`src/rtl/decode_stage_pl.sv`:
```
`default_nettype none
// ============================================================================
// Module   : decode_stage_pl
// Brief    : Registered WISC decode stage with register file, in-decode branch
//            resolution, hazard stalls, ID/EX handshake and branch counters.
// Revision : 1.0  initial release
// ============================================================================
module decode_stage_pl #(
  parameter int DATA_WIDTH = 16,
  parameter int PC_WIDTH   = 16,
  parameter int BYPASS_EN  = 1,
  parameter int CNT_W      = 16
) (
  input  logic                  clk,
  input  logic                  rst,
  input  logic                  if_valid,
  input  logic [15:0]           if_inst,
  input  logic [PC_WIDTH-1:0]   if_pc_next,
  input  logic                  if_pred_taken,
  output logic                  id_ready,
  input  logic [2:0]            flags,
  input  logic                  wb_we,
  input  logic [3:0]            wb_rd,
  input  logic [DATA_WIDTH-1:0] wb_data,
  input  logic                  mem_valid,
  input  logic                  mem_regwrite,
  input  logic [3:0]            mem_rd,
  input  logic                  ex_ready,
  output logic                  ex_valid,
  output logic [3:0]            ex_src1_id,
  output logic [3:0]            ex_src2_id,
  output logic [3:0]            ex_rd,
  output logic [DATA_WIDTH-1:0] ex_op1,
  output logic [DATA_WIDTH-1:0] ex_op2,
  output logic [DATA_WIDTH-1:0] ex_imm,
  output logic [DATA_WIDTH-1:0] ex_memdata,
  output logic [3:0]            ex_aluop,
  output logic [8:0]            ex_ctrl,
  output logic [PC_WIDTH-1:0]   ex_pc_next,
  output logic                  redirect,
  output logic [PC_WIDTH-1:0]   redirect_pc,
  output logic [CNT_W-1:0]      branch_cnt,
  output logic [CNT_W-1:0]      mispred_cnt
);

  localparam logic [3:0] c_OP_ADD    = 4'h0;
  localparam logic [3:0] c_OP_SUB    = 4'h1;
  localparam logic [3:0] c_OP_RED    = 4'h3;
  localparam logic [3:0] c_OP_SLL    = 4'h4;
  localparam logic [3:0] c_OP_SRA    = 4'h5;
  localparam logic [3:0] c_OP_ROR    = 4'h6;
  localparam logic [3:0] c_OP_PADDSB = 4'h7;
  localparam logic [3:0] c_OP_LW     = 4'h8;
  localparam logic [3:0] c_OP_SW     = 4'h9;
  localparam logic [3:0] c_OP_LLB    = 4'hA;
  localparam logic [3:0] c_OP_LHB    = 4'hB;
  localparam logic [3:0] c_OP_B      = 4'hC;
  localparam logic [3:0] c_OP_BR     = 4'hD;
  localparam logic [3:0] c_OP_PCS    = 4'hE;
  localparam logic [3:0] c_OP_HLT    = 4'hF;

  logic [DATA_WIDTH-1:0] r_rf [16];
  logic                  r_halted;
  logic                  r_ex_valid;
  logic [3:0]            r_ex_src1, r_ex_src2, r_ex_rd, r_ex_aluop;
  logic [DATA_WIDTH-1:0] r_ex_op1, r_ex_op2, r_ex_imm, r_ex_memdata;
  logic [8:0]            r_ex_ctrl;
  logic [PC_WIDTH-1:0]   r_ex_pc_next;
  logic [CNT_W-1:0]      r_branch_cnt, r_mispred_cnt;

  logic [3:0]            w_opc, w_rd_id, w_rs_id, w_rt_id, w_src1, w_src2, w_aluop;
  logic [2:0]            w_cc;
  logic                  w_is_lw, w_is_sw, w_is_ll, w_is_b, w_is_br, w_is_pcs, w_is_hlt;
  logic                  w_is_shift, w_is_alu, w_is_branch;
  logic                  w_alusrc, w_zen, w_nven, w_regwrite, w_use1, w_use2;
  logic [8:0]            w_ctrl;
  logic [DATA_WIDTH-1:0] w_rdata1, w_rdata2, w_imm, w_op2;
  logic                  w_cond, w_taken;
  logic [PC_WIDTH-1:0]   w_b_off, w_b_tgt, w_br_tgt, w_tgt;
  logic                  w_lu_haz, w_flag_haz, w_brs_haz, w_stall, w_load, w_fire;

  assign w_opc   = if_inst[15:12];
  assign w_rd_id = if_inst[11:8];
  assign w_rs_id = if_inst[7:4];
  assign w_rt_id = if_inst[3:0];
  assign w_cc    = if_inst[11:9];

  assign w_is_lw     = (w_opc == c_OP_LW);
  assign w_is_sw     = (w_opc == c_OP_SW);
  assign w_is_ll     = (w_opc == c_OP_LLB) || (w_opc == c_OP_LHB);
  assign w_is_b      = (w_opc == c_OP_B);
  assign w_is_br     = (w_opc == c_OP_BR);
  assign w_is_pcs    = (w_opc == c_OP_PCS);
  assign w_is_hlt    = (w_opc == c_OP_HLT);
  assign w_is_shift  = (w_opc == c_OP_SLL) || (w_opc == c_OP_SRA) || (w_opc == c_OP_ROR);
  assign w_is_alu    = ~w_opc[3];
  assign w_is_branch = w_is_b | w_is_br;

  // RED and PADDSB leave the flags alone; shifts and XOR update only Z
  assign w_alusrc   = w_is_shift | w_is_lw | w_is_sw | w_is_ll;
  assign w_zen      = w_is_alu & (w_opc != c_OP_RED) & (w_opc != c_OP_PADDSB);
  assign w_nven     = (w_opc == c_OP_ADD) || (w_opc == c_OP_SUB);
  assign w_regwrite = w_is_alu | w_is_lw | w_is_ll | w_is_pcs;
  assign w_ctrl     = {w_alusrc, w_zen, w_nven, w_is_lw | w_is_sw, w_is_sw,
                       w_regwrite, w_is_lw, w_is_hlt, w_is_pcs};
  assign w_aluop    = (w_is_lw | w_is_sw) ? c_OP_ADD : w_opc;

  assign w_src1 = w_is_ll ? w_rd_id : w_rs_id;
  assign w_src2 = w_is_sw ? w_rd_id : w_rt_id;
  assign w_use1 = ~(w_is_b | w_is_pcs | w_is_hlt);
  assign w_use2 = (w_is_alu & ~w_is_shift) | w_is_sw;

  always_comb begin
    w_rdata1 = (w_src1 == 4'd0) ? '0 : r_rf[w_src1];
    w_rdata2 = (w_src2 == 4'd0) ? '0 : r_rf[w_src2];
    if ((BYPASS_EN != 0) && wb_we && (wb_rd != 4'd0)) begin
      if (wb_rd == w_src1) w_rdata1 = wb_data;
      if (wb_rd == w_src2) w_rdata2 = wb_data;
    end
  end

  always_comb begin
    if (w_is_lw || w_is_sw)
      w_imm = {{(DATA_WIDTH-4){if_inst[3]}}, if_inst[3:0]};
    else if (w_is_ll)
      w_imm = {{(DATA_WIDTH-8){1'b0}}, if_inst[7:0]};
    else
      w_imm = {{(DATA_WIDTH-4){1'b0}}, if_inst[3:0]};
  end

  assign w_op2 = w_alusrc ? w_imm : w_rdata2;

  // flags arrive as {Z,V,N}
  always_comb begin
    case (w_cc)
      3'b000:  w_cond = ~flags[2];
      3'b001:  w_cond = flags[2];
      3'b010:  w_cond = ~flags[2] & ~flags[0];
      3'b011:  w_cond = flags[0];
      3'b100:  w_cond = flags[2] | (~flags[2] & ~flags[0]);
      3'b101:  w_cond = flags[0] | flags[2];
      3'b110:  w_cond = flags[1];
      default: w_cond = 1'b1;
    endcase
  end

  assign w_taken = w_is_branch & w_cond;
  assign w_b_off = {{(PC_WIDTH-9){if_inst[8]}}, if_inst[8:0]};
  assign w_b_tgt = if_pc_next + (w_b_off << 1);

  if (PC_WIDTH <= DATA_WIDTH) begin : g_br_tgt_slice
    assign w_br_tgt = w_rdata1[PC_WIDTH-1:0];
  end else begin : g_br_tgt_zext
    assign w_br_tgt = {{(PC_WIDTH-DATA_WIDTH){1'b0}}, w_rdata1};
  end

  assign w_tgt = w_is_br ? w_br_tgt : w_b_tgt;

  assign w_lu_haz = r_ex_valid & r_ex_ctrl[2] & (r_ex_rd != 4'd0) &
                    ((w_use1 & (w_src1 == r_ex_rd)) | (w_use2 & (w_src2 == r_ex_rd)));
  assign w_flag_haz = w_is_branch & (w_cc != 3'b111) & r_ex_valid & (r_ex_ctrl[7] | r_ex_ctrl[6]);
  assign w_brs_haz  = w_is_br & (w_rs_id != 4'd0) &
                      ((r_ex_valid & r_ex_ctrl[3] & (w_rs_id == r_ex_rd)) |
                       (mem_valid & mem_regwrite & (w_rs_id == mem_rd)));
  assign w_stall = if_valid & (w_lu_haz | w_flag_haz | w_brs_haz);

  assign w_load   = ex_ready | ~r_ex_valid;
  assign id_ready = ~rst & ~r_halted & ~w_stall & w_load;
  assign w_fire   = if_valid & id_ready;

  assign redirect    = w_fire & w_is_branch & (w_taken != if_pred_taken);
  assign redirect_pc = w_fire ? (w_taken ? w_tgt : if_pc_next) : '0;

  always_ff @(posedge clk) begin
    if (rst) begin
      for (int i = 0; i < 16; i++) r_rf[i] <= '0;
    end else if (wb_we && (wb_rd != 4'd0)) begin
      r_rf[wb_rd] <= wb_data;
    end
  end

  always_ff @(posedge clk) begin
    if (rst) begin
      r_halted      <= 1'b0;
      r_branch_cnt  <= '0;
      r_mispred_cnt <= '0;
      r_ex_valid    <= 1'b0;
      r_ex_src1     <= '0;
      r_ex_src2     <= '0;
      r_ex_rd       <= '0;
      r_ex_op1      <= '0;
      r_ex_op2      <= '0;
      r_ex_imm      <= '0;
      r_ex_memdata  <= '0;
      r_ex_aluop    <= '0;
      r_ex_ctrl     <= '0;
      r_ex_pc_next  <= '0;
    end else begin
      if (w_fire && w_is_hlt) r_halted <= 1'b1;
      if (w_fire && w_is_branch && !(&r_branch_cnt))
        r_branch_cnt <= r_branch_cnt + CNT_W'(1);
      if (redirect && !(&r_mispred_cnt))
        r_mispred_cnt <= r_mispred_cnt + CNT_W'(1);
      if (w_load) begin
        r_ex_valid   <= w_fire;
        r_ex_src1    <= w_fire ? w_src1   : '0;
        r_ex_src2    <= w_fire ? w_src2   : '0;
        r_ex_rd      <= w_fire ? w_rd_id  : '0;
        r_ex_op1     <= w_fire ? w_rdata1 : '0;
        r_ex_op2     <= w_fire ? w_op2    : '0;
        r_ex_imm     <= w_fire ? w_imm    : '0;
        r_ex_memdata <= w_fire ? w_rdata2 : '0;
        r_ex_aluop   <= w_fire ? w_aluop  : '0;
        r_ex_ctrl    <= w_fire ? w_ctrl   : '0;
        r_ex_pc_next <= w_fire ? if_pc_next : '0;
      end
    end
  end

  assign ex_valid    = r_ex_valid;
  assign ex_src1_id  = r_ex_src1;
  assign ex_src2_id  = r_ex_src2;
  assign ex_rd       = r_ex_rd;
  assign ex_op1      = r_ex_op1;
  assign ex_op2      = r_ex_op2;
  assign ex_imm      = r_ex_imm;
  assign ex_memdata  = r_ex_memdata;
  assign ex_aluop    = r_ex_aluop;
  assign ex_ctrl     = r_ex_ctrl;
  assign ex_pc_next  = r_ex_pc_next;
  assign branch_cnt  = r_branch_cnt;
  assign mispred_cnt = r_mispred_cnt;

endmodule
`default_nettype wire

```
`config.mk`:
```
export PLATFORM = sky130hd
export DESIGN_NAME = decode_stage_pl
export DESIGN_NICKNAME = d
export VERILOG_FILES = /design/src/rtl/decode_stage_pl.sv
export SDC_FILE = /design/constraint.sdc
export NUM_CORES = 1
export LEC_CHECK = 0
export ABC_CLOCK_PERIOD_IN_PS = 2820
export BUFFER_PORTS_ARGS = -buffer_cell sky130_fd_sc_hd__buf_2
export CAP_MARGIN = 20
export CORE_ASPECT_RATIO = 0.75
export CORE_UTILIZATION = 50
export DETAILED_ROUTE_END_ITERATION = 8
export PLACE_DENSITY = 0.78
export SLEW_MARGIN = 25
export SYNTH_ARGS = -nofsm -noshare
export SYNTH_HDL_FRONTEND = slang
export SYNTH_SLANG_ARGS = --single-unit
```
`constraint.sdc`:
```
create_clock -name clk -period 2.82 [get_ports clk]
set_clock_uncertainty 0.2 [all_clocks]
set_input_delay 0.141 -clock clk [delete_from_list [all_inputs] [get_ports clk]]
set_output_delay 0.141 -clock clk [all_outputs]
set_load 0.1 [all_outputs]
```
; ---- Word-level counts from Yosys, hierarchy flattened
; Memory sizes are Yosys's and may differ from the RTL's.
; Cells that the tools add are included.
[classes]
n_addsub = 3
eq_ne = 28
mux = 34
n_bitwise = 54
n_reduce_logical = 22
[ops]
columns = cell, n
row1 = $mux W16, 17
row2 = $add A16 B1 Y16 const B, 2
row3 = $eq A4 B4 Y1 const B, 8
row4 = $mux W4, 8
row5 = $reduce_and A16 Y1, 2
row6 = $and A1 B1 Y1, 26
row7 = $eq A4 B4 Y1, 6
row8 = $or A1 B1 Y1, 19
row9 = $add A16 B16 Y16, 1
row10 = $reduce_or A16 Y1, 1
row11 = $eq A4 B3 Y1 const B, 3
row12 = $logic_not A4 Y1, 3
row13 = $reduce_bool A4 Y1, 3
row14 = $eq A3 B3 Y1 const B, 3
row15 = $mux W9, 1
row16 = $not A1 Y1, 9
row17 = $mux W8, 1
row18 = $pmux W1 S7, 1
row19 = $eq A3 B2 Y1 const B, 2
row20 = $mux W1, 6
row21 = $logic_and A1 B1 Y1, 5
row22 = $logic_or A1 B1 Y1, 5
row23 = $eq A4 B1 Y1 const B, 1
row24 = $ne A4 B2 Y1 const B, 1
row25 = 6 further kinds, 7
[totals]
regBits = 139
mem_bits_rw = 256
in_bits = 67
elab_cells = 156
mem_count = 1
[mem_list]
columns = memory, words, width, read_ports, rd_ports_with_merged_regs, wr, line
row1 = r_rf, 16, 16, 2, 0, 16, 62  ; logic [DATA_WIDTH-1:0] r_rf [16];

; ---- Longest topological paths before layout
; Gate-level depths: netlist (run 1).
[depth]
ltp_word = 19
ltp_mapped = 14
depth_no_buf = 10

; ---- Worst setup path after synthesis (run 1)
; OpenSTA, ideal clock, no wires.
[synth_timing]
path_type = register to output
startpoint = register r_ex_rd[0] (netlist: ex_rd[0])
endpoint = output redirect_pc[12]
arrival_ns = 5.528
t_required_ns = 2.479
setup_slack_ns = -3.049
path_stages_with_launch = 11
n_path_buf = 3
cell_sequence = dfxtp_1 > clkbuf_1 > nor2b_1 > nor4_1 > o21ai_0 > nor4_2 > nor3_4 > nand3_2 > buf_2 > buf_4 > nor4_1
[synth_between]
elab_chain_cells = 12
word_cells_on_any_way = 20
[synth_lines]
columns = element, line
row1 = start: declaration, 65  ; logic [3:0] r_ex_src1, r_ex_src2, r_ex_rd, r_ex_aluop;
row2 = start signal: assignment, 208  ; r_ex_rd <= w_fire ? w_rd_id : '0;
row3 = $eq A4 B4 Y1, 160  ; ((w_use1 & (w_src1 == r_ex_rd)) | (w_use2 & (w_src2 == r_ex_rd)));
row4 = $and A1 B1 Y1, 160
row5 = $or A1 B1 Y1, 160
row6 = $and A1 B1 Y1, 159  ; assign w_lu_haz = r_ex_valid & r_ex_ctrl[2] & (r_ex_rd != 4'd0) &
row7 = $or A1 B1 Y1, 165  ; assign w_stall = if_valid & (w_lu_haz | w_flag_haz | w_brs_haz);
row8 = $or A1 B1 Y1 *, 165
row9 = $and A1 B1 Y1 *, 165
row10 = $not A1 Y1 *, 168  ; assign id_ready = ~rst & ~r_halted & ~w_stall & w_load;
row11 = $and A1 B1 Y1 * (2 in series), 168
row12 = $and A1 B1 Y1 *, 169  ; assign w_fire = if_valid & id_ready;
row13 = $mux W16 *, 172  ; assign redirect_pc = w_fire ? (w_taken ? w_tgt : if_pc_next) : '0;
row14 = end: declaration, 41  ; output logic [PC_WIDTH-1:0] redirect_pc,
; Mark *: on every way between the ends. The rest lies on a longest branch, timed or not.

; ---- Final worst setup path (run 1)
[layout_timing]
startpoint = register r_ex_rd[2] (netlist: ex_rd[2])
endpoint = output redirect_pc[1]
; Same word-level chain as after synthesis.

==> results of run 1 <==
==> per-stage QoR <==
step                      setup TNS, ps  cell area, µm²  setup WS (ps)
after CTS                         -2790           27600           -256
after global placement           -12570           25000           -465
after global routing              -4950           28000           -333
after floorplan                   -3560           21700           -482
after detailed placement         -17370           25000           -482
final                             -3700           28000           -272
==> layout by cell type, fill, tap and decap left out, types with 23 or more instances in the layout <==
cell           instances
buf_4                242
edfxtp_1             256
nor2_1               110
nand2_1              249
dfxtp_1              117
mux4_2                59
dlygate4sd3_1         51
clkbuf_16             42
a22oi_1               55
and2_1               249
a21oi_1               82
buf_12                38
buf_6                 29
nand3_1               80
a32oi_1               23
o21ai_0               50
mux2i_1               85
buf_2                195
==> cell families (layout without fill, tap and decap cells) <==
logic type	Yosys count	count (layout)	synth area share [%]
buf+inv	187	653	4.01
other cells	1	18	0.0177
fa+ha+maj	18	18	1.09
simple gates	843	843	20.4
xor+xnor	32	32	1.32
mux	167	167	11.7
flops	388	388	48.7
compound gates	403	403	12.8
==> metal layers <==
| layer | up-vias | track usage [%] |
|---|---|---|
| met5 | - | 0 |
| met4 | 2 | 16.7 |
| met3 | 340 | 11.6 |
| met2 | 1660 | 55.3 |
| met1 | 9669 | 50.8 |
| li1 | 8399 | - |
==> registers in the layout, indices dropped and copies added, names as in the netlist, 4 cells and up <==
| signal | cells |
|---|---|
| ex_op2 | 16 |
| ex_op1 | 16 |
| ex_src2_id | 4 |
| branch_cnt | 16 |
| ex_imm | 9 |
| ex_memdata | 16 |
| mispred_cnt | 16 |
| ex_ctrl | 9 |
| ex_src1_id | 4 |
| r_rf | 256 |
| ex_rd | 4 |
| ex_aluop | 4 |
| ex_pc_next | 16 |
==> tightest hold or removal path, stage by stage <==
cell and delay, ps:
buf_6 110, buf_4 120, nor2_1 80, nand3b_1 170
a21oi_1 140
==> power groups by stage <==
stage	Sequential (mW)	Combinational (mW)	Clock (mW)
2_1_floorplan	7.00	1.47	0
3_3_place_gp	6.62	3.00	0
3_5_place_dp	6.64	3.04	0
4_1_cts	6.52	3.29	5.63
5_1_grt	6.55	3.57	5.86
6_report	6.53	3.47	5.65
==> how the worst max path moves through the flow <==
stage,depth (start not counted),endpoint,slack [ps],from
after detailed placement,11,redirect_pc[15],-480,if_inst[14]
final,11,redirect_pc[1],-270,ex_rd[2]
after global placement,11,redirect_pc[15],-460,if_inst[14]
after global routing,11,redirect_pc[13],-330,ex_rd[3]
after CTS,11,redirect_pc[1],-260,ex_rd[3]
after floorplan,10,redirect_pc[12],-480,ex_rd[0]
==> cell type report <==
cell class / count / area [µm²]
flip-flops and latches: 388 / 10400
fillers: 3014 / 13400
well taps: 561 / 702
multi-input cells: 1479 / 10800
clock inverters: 16 / 248
clock buffers: 56 / 1100
inverters: 14 / 52.6
repair buffers: 567 / 4660
diodes: 2 / 5.00
==> timing repair <==
action / 4_1_cts / 5_1_grt
gates cloned: 5 / 3
resized for setup: 91 / 41
pin swaps: 25 / 23
endpoints found under the setup margin: 17 / 32
hold buffers: 51 / 0
setup buffers: 35 / 12
hold endpoints to repair: 257 / 0
==> out/metrics.csv, run 1 <==
metric,value,unit
status,"finished, violations left",
violations,setup timing,
viasPerCell,6.51,
crit_path_top_delay_cell,dfxtp_4,
cp.arrival,2750,ps
antenna_left,0,
required,2480,ps
critical_path_buf_inv_count,3,
switching_share,30.3,%
cts_buffers,39,
r2r_cells,12,
synth.top_cell.area_share,36.3,%
internal_power,10.9,mW
syn2layout_area_growth,31.9,%
cts_tree,done,
worst_pin_slew,1050,ps
fmax,0.323,GHz
min_from,if_inst[13],
synth_cell_types,76,
overflow,0,
place_hpwl,55900,µm
placed_cells,2907,
first_iter_violations,3106,
yosysSeqAreaShare,48.7,%
hold_end,ex_aluop[3],
rsz0062_at_grt,yes,
worst_setup_path_end_kind,output pin,
cp_max_fo,7,
max_slew_margin,30.0,%
finalHoldViolCount,0,
top_layer_used,met5,
yosysMostFrequentCell,edfxtp_1,
die-area,43200,µm²
hold_class,input pin to register,
route.final.wire_length,82600,µm
syn_area_per_cell,10.4,µm²
p_comb_share,22.2,%
holdWs,34.7,ps
ff2ff_setup_slack,20,ps
synth_edf_count,256,
numPortBuffers,222,
grt_pass1_wl,121000,µm
core_area,41300,µm²
gp_congestion,0.997,
path_clk_slew,70,ps
setup_viol,17,
initial_core_util,51.3,%
synth_area_leaders,"edfxtp_1 (36%), dfxtp_1 (12%), and2_1 (7.4%)",
layout.nets,2573,
layoutNonFillerInstCount,3083,
final.period_utilization,110,%
rows,64,
wl_met2,35300,µm
grt_pass1_vias,19400,
leakagePower,11.1,nW
ys_async_sr_fraction,0,%
crit_path_frequent_cell,buf_12,
dr.pass1.iters,6,
hold_depth,5,
wl_per_cell,26.8,µm
min_period,3090,ps
grt_max_degree,71,
synth-warning-count,0,
drive_gt1_share,31.3,%
cts_sinks,388,
power_density,560,nW/µm²
grt_usage,37.6,%
die_w,240,µm
synthFlopType,edfxtp_1,
critPathTopFamily,simple AND/OR/NAND/NOR gates,
dr_wl_met3,11900,µm
cpPeakStageDelay,370,ps
worst-setup-path-type,register to output pin,
start_kind,register,
power,15.7,mW
setup_slack,-272,ps
seq_power_share,41.7,%
cts_root_buf,clkbuf_16,
vdd_drop_max,539,µV
synth_common_cells,"edfxtp_1 (256), nand2_1 (255), and2_1 (252)",
cap_violations,0,
wl_met1,31000,µm
utilization,67.7,%
num_vias,20100,
cp_cell_sequence,buf_6 -> xor2_2 -> nor3_2 -> nand4_1 -> a211oi_2 -> nor3_4 -> and3_4 -> buf_12 -> o211ai_1 -> o22ai_4 -> buf_12,
antenna_found_initial,1,
drc,0,
yosys.area.top_type,edfxtp_1,
r2r_end,mispred_cnt[4],
synth_cells,2039,
slew_violations,0,
ioPinCount,223,
syn_area,21200,µm²
clock_latency,560,ps
p_sw,4.75,mW
pwr-share-clk,36.1,%
regToRegStartpoint,ex_rd[2],
ys_ff_latch,388,
die_h,180,µm
clockBufferDepth,3,
htree_levels,2,
Power figures use the tool's default switching activity.
==> run 2: changes to the inputs <==
Settings changed: CAP_MARGIN 20 to 30, CORE_UTILIZATION 50 to 60, PLACE_DENSITY 0.78 to 0.89.
==> run 2 against run 1 <==
  * The run still ends with setup timing left
  * First-iteration DRC count grew 8.5%
  * Non-clock buffer count shrank 10
  * Sequential share of layout area grew 0.43 points
  * Sequential cell count is the same
  * Critical endpoint is now redirect_pc[12]
  * Highest routed layer unchanged
==> out/metrics.csv, run 2 (synthesis results as in run 1) <==
metric,value,unit,change
status,"finished, violations left",,
violations,setup timing,,
min_period,3120,ps,+30.9 ps
final_common_cell,edfxtp_1,,
max_slew_margin,40.2,%,+10 points
hold_class,input pin to register,,
leakagePower,11.0,nW,-0.88%
top_register,r_rf,,
drc,0,,unchanged
cp_cell_sequence,buf_8 -> and3b_2 -> buf_6 -> mux2i_4 -> buf_6 -> buf_16 -> xnor2_2 -> nor3_2 -> o2111ai_2 -> buf_4 -> nand3_4 -> buf_12 -> nor4_4 -> buf_12,,
grt_pass1_wl,119000,µm,-1.6%
die-area,36100,µm²,-17%
clock_latency,560,ps,about the same
critical_path_buf_inv_count,7,,+4
slew_violations,0,,unchanged
cp_max_fo,7,,unchanged
wl_per_cell,27.8,µm,+3.7%
overflow,0,,unchanged
vdd_drop_max,666,µV,+24%
die_h,165,µm,-8.6%
power_density,558,nW/µm²,-0.32%
utilization,79.5,%,+12 points
cpPeakStageDelay,400,ps,+30 ps
cp.depth,14,,+3
core_area,34800,µm²,-16%
setup_slack,-302,ps,-30.9 ps
syn2layout_area_growth,30.4,%,
layout_common_cells,"edfxtp_1 (256), and2_1 (250), buf_4 (249)",,
cap_violations,0,,unchanged
layout.nets,2563,,-0.39%
clockBufferDepth,3,,unchanged
numPortBuffers,222,,unchanged
worst-setup-path-type,input pin to output pin,,
r2r_cells,14,,+2
critPathTopFamily,buffers and inverters,,
holdWs,12.3,ps,-22.4 ps
antenna_left,0,,unchanged
place_hpwl,54400,µm,-2.8%
worst_pin_slew,896,ps,-153 ps
grt_usage,44.9,%,+7.4 points
finalHoldViolCount,0,,unchanged
gp_congestion,0.966,,-3.1%
fmax,0.320,GHz,-0.99%
dr.pass1.iters,9,,+3
cts_buffers,39,,unchanged
grt_pass1_vias,19400,,+0.021%
start_kind,input pin,,
crit_path_top_delay_cell,nor4_4,,
cp.arrival,2780,ps,+30 ps
setup_viol,19,,+2
worst_setup_path_end_kind,output pin,,
rows,59,,-7.8%
num_vias,20400,,+1.4%
ioPinCount,223,,unchanged
htree_levels,2,,unchanged
required,2480,ps,about the same
cts_root_buf,clkbuf_16,,
cts_sinks,388,,unchanged
first_iter_violations,3370,,+8.5%
final.period_utilization,111,%,+1.1 points
hold_depth,2,,-3
initial_core_util,61.0,%,+9.7 points
largest_reg_flops,256,,unchanged
die_w,219,µm,-8.6%
antenna_found_initial,4,,+3
viasPerCell,6.86,,+5.3%
rsz0062_at_grt,yes,,
path_clk_slew,60,ps,about the same
route.final.wire_length,82500,µm,-0.15%
cts_tree,done,,
drive_gt1_share,31.6,%,+0.34 points
grt_max_degree,71,,unchanged
[run 2: changes by cell type in the layout (fill, tap and decap cells not counted), moves of 4 or more]
cell	before	now
nor4_1	11	6
nor4_2	1	6
buf_2	195	200
buf_6	29	13
buf_4	242	249
dlygate4sd3_1	51	47
[run 2: final timing paths]
path | startpoint | end | slack [ps]
min | wb_data[12] | r_rf[1][12] | 10
min reg2reg | ex_ctrl[1] | ex_ctrl[1] | 260
max reg2reg | ex_rd[1] | branch_cnt[1] | -20
max | if_inst[14] | redirect_pc[12] | -300
[run 2: cell type report]
type / instances / area, µm²
Multi-Input combinational cell: 1479 / 10900
Sequential cell: 388 / 10400
Fill cell: 2062 / 7120
Timing Repair Buffer: 557 / 4480
Clock buffer: 55 / 1110
Tap cell: 457 / 572
Clock inverter: 16 / 194
Inverter: 14 / 52.6
Antenna cell: 2 / 5.00
[run 2: power breakdown]
part | internal, mW | switching (mW) | leakage [nW] | total (mW)
sequential | 6.34 | 0.195 | 3.52 | 6.54
combinational | 1.26 | 2.20 | 6.88 | 3.46
clock | 3.12 | 2.31 | 0.640 | 5.43
[run 2: metal layers]
layer / track usage, % / share of wire, % / vias to the layer above
met5: 0 / 0.016 / -
met4: 21.2 / 5.5 / 2
met3: 12.4 / 14 / 402
met2: 68.4 / 44 / 1844
met1: 59.8 / 36 / 9742
li1: - / - / 8364
[run 2: stage by stage]
step	cell area [µm²]	setup TNS (ps)	power, mW	std cells	worst slack, ps
finish	27600	-4250	15.4	2968	-302
global route	27600	-11110	15.7	2966	-482
CTS	27300	-3280	15.2	2953	-226
detailed placement	24900	-21530	9.66	2802	-673
global placement	24900	-16240	9.60	2802	-596
floorplan	21700	-3560	8.47	2054	-482
[run 2: timing repair]
action | in CTS | in global routing
hold endpoints to repair | 234 | 0
gates resized for setup | 74 | 47
endpoints found under the setup margin | 19 | 41
pin swaps | 22 | 30
setup buffers | 27 | 14
cloned | 6 | 0
hold buffers | 47 | 0
